## config.mk

```make
export PLATFORM = sky130hd
export DESIGN_NAME = pipe_hazard_ctrl
export DESIGN_NICKNAME = d
export VERILOG_FILES = /design/src/rtl/pipe_hazard_ctrl.sv
export SDC_FILE = /design/constraint.sdc
export NUM_CORES = 1
export LEC_CHECK = 0
export ABC_AREA = 1
export BUFFER_PORTS_ARGS = -buffer_cell sky130_fd_sc_hd__buf_2
export CAP_MARGIN = 40
export CORE_MARGIN = 2
export CORE_UTILIZATION = 30
export CTS_BUF_LIST = sky130_fd_sc_hd__clkbuf_8
export DETAILED_ROUTE_END_ITERATION = 8
export PLACE_DENSITY = 0.47
export SETUP_SLACK_MARGIN = 0.4
export SYNTH_ARGS = -nofsm -noshare
export SYNTH_HDL_FRONTEND = slang
export SYNTH_SLANG_ARGS = --single-unit
```

## constraint.sdc

```tcl
create_clock -name clk -period 2.2 [get_ports clk]
set_input_delay 0.22 -clock clk [delete_from_list [all_inputs] [get_ports clk]]
set_output_delay 0.22 -clock clk [all_outputs]
set_load 0.02 [all_outputs]
```

## src/rtl/pipe_hazard_ctrl.sv

```systemverilog
// Pipeline sequencing controller: drives the PC and inter-stage latch enables and bubble clears.
// It handles load-use stalls, taken-branch flushes, data-memory waits with timeout, and system-instruction halt.
module pipe_hazard_ctrl #(
  parameter int unsigned MEM_TIMEOUT = 16,
  parameter int unsigned CNT_W       = 32
) (
  input  logic             clk,
  input  logic             rst,
  input  logic [4:0]       id_rs1,
  input  logic [4:0]       id_rs2,
  input  logic             id_use_rs1,
  input  logic             id_use_rs2,
  input  logic [4:0]       ex_rd,
  input  logic             ex_is_load,
  input  logic             ex_br_taken,
  input  logic             mem_req,
  input  logic             mem_ready,
  input  logic             wb_sysi,
  input  logic             resume,
  output logic             pc_en,
  output logic             if_id_en,
  output logic             id_ex_en,
  output logic             ex_mem_en,
  output logic             mem_wb_en,
  output logic             if_id_clr_n,
  output logic             id_ex_clr_n,
  output logic             ex_mem_clr_n,
  output logic             mem_wb_clr_n,
  output logic             halted,
  output logic             mem_err,
  output logic [CNT_W-1:0] stall_cnt
);

  // state      | meaning
  // S_RUN      | normal flow; branch flush and load-use stall resolved here
  // S_MEM_WAIT | data memory busy; front of pipe frozen, bubbles enter WB
  // S_HALT     | all latches frozen until a resume pulse

  localparam int unsigned WC_W = (MEM_TIMEOUT > 2) ? $clog2(MEM_TIMEOUT) : 1;
  localparam logic [WC_W-1:0] WC_LAST = WC_W'((MEM_TIMEOUT == 0) ? 0 : MEM_TIMEOUT - 1);

  typedef enum logic [1:0] {
    S_RUN      = 2'd0,
    S_MEM_WAIT = 2'd1,
    S_HALT     = 2'd2
  } state_t;

  state_t            r_state;
  state_t            w_state_nxt;
  logic [WC_W-1:0]   r_wait_cnt;
  logic              r_mem_err;
  logic [CNT_W-1:0]  r_stall_cnt;

  logic w_lu;
  logic w_ms;
  logic w_timeout;
  logic w_pc_en;
  logic w_if_id_en;
  logic w_id_ex_en;
  logic w_ex_mem_en;
  logic w_mem_wb_en;
  logic w_if_id_clr_n;
  logic w_id_ex_clr_n;
  logic w_ex_mem_clr_n;
  logic w_mem_wb_clr_n;

  assign w_lu = ex_is_load && (ex_rd != 5'd0) &&
                ((id_use_rs1 && (id_rs1 == ex_rd)) || (id_use_rs2 && (id_rs2 == ex_rd)));
  assign w_ms = mem_req && !mem_ready;

  // Timeout is judged only on MEM_WAIT cycles; the RUN cycle that raises the wait is not counted.
  assign w_timeout = (MEM_TIMEOUT != 0) && (r_state == S_MEM_WAIT) && w_ms &&
                     (r_wait_cnt == WC_LAST);

  always_comb begin
    w_state_nxt    = r_state;
    w_pc_en        = 1'b1;
    w_if_id_en     = 1'b1;
    w_id_ex_en     = 1'b1;
    w_ex_mem_en    = 1'b1;
    w_mem_wb_en    = 1'b1;
    w_if_id_clr_n  = 1'b1;
    w_id_ex_clr_n  = 1'b1;
    w_ex_mem_clr_n = 1'b1;
    w_mem_wb_clr_n = 1'b1;

    if (!rst) begin
      w_state_nxt    = S_RUN;
      w_pc_en        = 1'b0;
      w_if_id_en     = 1'b0;
      w_id_ex_en     = 1'b0;
      w_ex_mem_en    = 1'b0;
      w_mem_wb_en    = 1'b0;
      w_if_id_clr_n  = 1'b0;
      w_id_ex_clr_n  = 1'b0;
      w_ex_mem_clr_n = 1'b0;
      w_mem_wb_clr_n = 1'b0;
    end else begin
      case (r_state)
        S_HALT: begin
          if (resume) begin
            w_state_nxt = S_RUN;
          end else begin
            w_pc_en     = 1'b0;
            w_if_id_en  = 1'b0;
            w_id_ex_en  = 1'b0;
            w_ex_mem_en = 1'b0;
            w_mem_wb_en = 1'b0;
          end
        end
        S_RUN, S_MEM_WAIT: begin
          if ((r_state == S_RUN) && wb_sysi) begin
            w_state_nxt = S_HALT;
            w_pc_en     = 1'b0;
            w_if_id_en  = 1'b0;
            w_id_ex_en  = 1'b0;
            w_ex_mem_en = 1'b0;
            w_mem_wb_en = 1'b0;
          end else if (w_ms) begin
            w_state_nxt    = w_timeout ? S_HALT : S_MEM_WAIT;
            w_pc_en        = 1'b0;
            w_if_id_en     = 1'b0;
            w_id_ex_en     = 1'b0;
            w_ex_mem_en    = 1'b0;
            w_mem_wb_clr_n = 1'b0;
          end else begin
            // Wait release cycle behaves as RUN, so a branch held during the wait flushes here.
            w_state_nxt = S_RUN;
            if (ex_br_taken) begin
              w_if_id_clr_n = 1'b0;
              w_id_ex_clr_n = 1'b0;
            end else if (w_lu) begin
              w_pc_en       = 1'b0;
              w_if_id_en    = 1'b0;
              w_id_ex_clr_n = 1'b0;
            end
          end
        end
        default: w_state_nxt = S_RUN;
      endcase
    end
  end

  always_ff @(posedge clk) begin
    if (!rst) begin
      r_state     <= S_RUN;
      r_wait_cnt  <= '0;
      r_mem_err   <= 1'b0;
      r_stall_cnt <= '0;
    end else begin
      r_state <= w_state_nxt;
      if ((r_state == S_MEM_WAIT) && (w_state_nxt == S_MEM_WAIT)) begin
        if (r_wait_cnt != '1) r_wait_cnt <= r_wait_cnt + WC_W'(1);
      end else begin
        r_wait_cnt <= '0;
      end
      if (w_timeout) r_mem_err <= 1'b1;
      if (!w_pc_en && (r_state != S_HALT) && (r_stall_cnt != '1))
        r_stall_cnt <= r_stall_cnt + CNT_W'(1);
    end
  end

  assign pc_en        = w_pc_en;
  assign if_id_en     = w_if_id_en;
  assign id_ex_en     = w_id_ex_en;
  assign ex_mem_en    = w_ex_mem_en;
  assign mem_wb_en    = w_mem_wb_en;
  assign if_id_clr_n  = w_if_id_clr_n;
  assign id_ex_clr_n  = w_id_ex_clr_n;
  assign ex_mem_clr_n = w_ex_mem_clr_n;
  assign mem_wb_clr_n = w_mem_wb_clr_n;
  assign halted       = (r_state == S_HALT);
  assign mem_err      = r_mem_err;
  assign stall_cnt    = r_stall_cnt;

endmodule

```

==> results.tsv <==
metric	value	unit
finalPower	1.693	mW
nNetsFinal	577	
die-height	100.1	µm
clk_latency	0.29	ns
cp.required	2.42	ns
seq_area_frac_synth	28.21	%
syn_area	2768	µm²
cp-start-kind	flip-flop	
worstRegToRegCells	9	
detail-route-antenna-nets	0	
gp_congestion	0.9085	
grt_antenna_before_repair	0	
clk_pin_slew	0.09	ns
drive_above_1_share	33.76	%
synth_cell_type_count	28	
vdd_drop_max	0.2571	mV
timing.rr.start	stall_cnt[6]	
maxSlewViolCount	0	
synth_top_area_cell	dfxtp_1	
slew_headroom	63.42	%
criticalPathCategory	reg -> reg	
timing_hold_violations_final	0	
synth_warnings	0	
clk_path_buf_depth	2	
dp_cells	639	
synth_top_area_share	28.21	%
synthTopCellsByArea	dfxtp_1 (28%), nand2_1 (23%), nor2_1 (9.2%)	
grt_pass1_vias	3158	
grt_pass1_wl	15170	µm
vias_per_cell	4.932	
io_buffers	67	
rsz0062_at_grt	yes	
fill_cells	987	
syn_inst	466	
fin_cells	662	
routed_wl	9677	µm
cts_tree	yes	
routedWlPerCell	14.62	µm
cts_buffers	5	
post-route-min-period	1.789	ns
setup_viol	0	
hold_path_startpoint	rst	
worstMarginPinSlew	0.5487	ns
tns	0	ns
syn_nets	493	
route.met3.wl	354	µm
fp.dieArea	10010	µm²
fmax	559.0	MHz
drt-pass1-iter-count	4	
h-tree-depth	2	
initial_core_util	30.38	%
timing.final.crit_share	81.32	%
holdWs	0.1793	ns
clockRootBuffer	clkbuf_8	
whs_path_depth	3	
cap_viol_max_count	0	
met2_length	4744	µm
m1WireLength	4423	µm
fin_skew	0.01093	ns
cp-end-kind	flip-flop	
placed_cell_area	3259	µm²
routed.top_layer	met4	
status	complete, no violations	
worstPathArrival	2.01	ns
ioPinCount	68	
die_w	100.1	µm
r2r_setup_slack	0.41	ns
grt_remaining_overflow	0	
route.detailed.drc	0	
ys_ff_latch	39	
startpoint	stall_cnt[6]	
p_leak	1.823	nW
crit_fanout	8	
antenna_cells	0	
design_area	3919	µm²
grt_use_total	19.05	%
clock-sinks	39	
p_per_area	431.9	nW/µm²
avgSynthCellArea	5.939	µm²
design.core.area	9109	µm²
dp_hpwl	6790	µm
area_growth	41.59	%
postCtsHoldBufs	0	
hold_class	in -> reg	
grt_max_degree	38	
vias	3265	
rows	35	
drtIter0Drc	151	
[cell families after synthesis]
| group | after synthesis | share of synthesized area (%) |
|---|---|---|
| xor+xnor | 16 | 5.063 |
| flops | 39 | 28.21 |
| fa+ha+maj | 2 | 0.9040 |
| simple gates | 307 | 48.73 |
| buf+inv | 61 | 9.628 |
| compound gates | 41 | 7.459 |
[critical path, stage by stage (launching register included)]
cell and delay, ns:
dfxtp_2 0.41, nand2_1 0.13, nor2_4 0.17, nand2_4 0.09, nor3_4 0.15, nand4_4 0.17, nand3_4 0.21, clkbuf_16 0.21
nand2_4 0.05, a21oi_2 0.12
[repair_timing]
item | CTS | global route
resized for setup | 22 | 81
setup buffers | 6 | 5
pin swaps | 6 | 23
endpoints found under the setup margin | 34 | 39
cloned | 1 | 3
[cell usage after synthesis]
cell type,number
a21oi_1,38
a31oi_1,1
buf_1,1
buf_2,3
buf_4,3
buf_6,3
clkbuf_1,9
clkinv_1,1
dfxtp_1,39
ha_1,2
inv_1,40
inv_2,1
nand2_1,166
nand2_2,2
nand3_1,12
nand3_2,1
nand3b_1,12
nand4_1,37
nand4_2,1
nor2_1,68
nor2_2,1
nor2_4,1
nor3_1,4
nor3_2,1
o21ai_0,2
or2_2,1
xnor2_1,4
xor2_1,12
[power breakdown]
part / internal (mW) / switching (mW)
combinational: 0.129 / 0.202
clock: 0.368 / 0.270
sequential: 0.714 / 0.00939
[registers in the layout, indices dropped and copies added (netlist names)]
signal and count:
mem_err 1, stall_cnt 32, r_wait_cnt 4, r_state 2
[final cells by class]
class / instances / area, µm² / share of cell area [%]
Clock buffer: 6 / 82.58 / 2.107
Clock inverter: 2 / 35.03 / 0.8940
Inverter: 42 / 160.2 / 4.087
Multi-Input combinational cell: 366 / 2018 / 51.50
Sequential cell: 39 / 809.5 / 20.66
Tap cell: 111 / 138.9 / 3.544
Timing Repair Buffer: 96 / 674.4 / 17.21
[per-layer routing]
metal | up-vias | global-route usage (%)
li1 | 1674 | -
met1 | 1522 | 25.00
met2 | 57 | 32.33
met3 | 12 | 2.716
met4 | 0 | 6.112
met5 | - | 0
[final timing paths]
check	endpoint
max	stall_cnt[13]
min	stall_cnt[24]
max reg2reg	stall_cnt[13]
min reg2reg	mem_err
[cell usage in the layout (no fill, tap or decap), types with 2 or more instances in the layout]
cell type and n:
a21oi_1 17, a21oi_2 21, buf_12 3, buf_2 67, buf_4 19, buf_6 3, clkbuf_16 3, clkbuf_8 6
dfxtp_1 20, dfxtp_2 17, dfxtp_4 2, inv_1 40, nand2_1 147, nand2_2 7, nand2_4 14, nand3_1 11
nand3b_1 12, nand4_1 37, nor2_1 58, nor2_2 7, nor2_4 5, nor3_1 2, nor3_4 2, xnor2_1 4
xor2_1 12
[per-stage QoR]
step           utilization (%)  worst slack (ns)
2_1_floorplan                -            0.4199
3_3_place_gp             35.78            0.2852
3_5_place_dp             35.78            0.2661
4_1_cts                  38.79            0.4014
5_1_grt                  43.02            0.3015
6_report                 43.02            0.4111
Note: power is estimated with default switching activity, not from simulation.
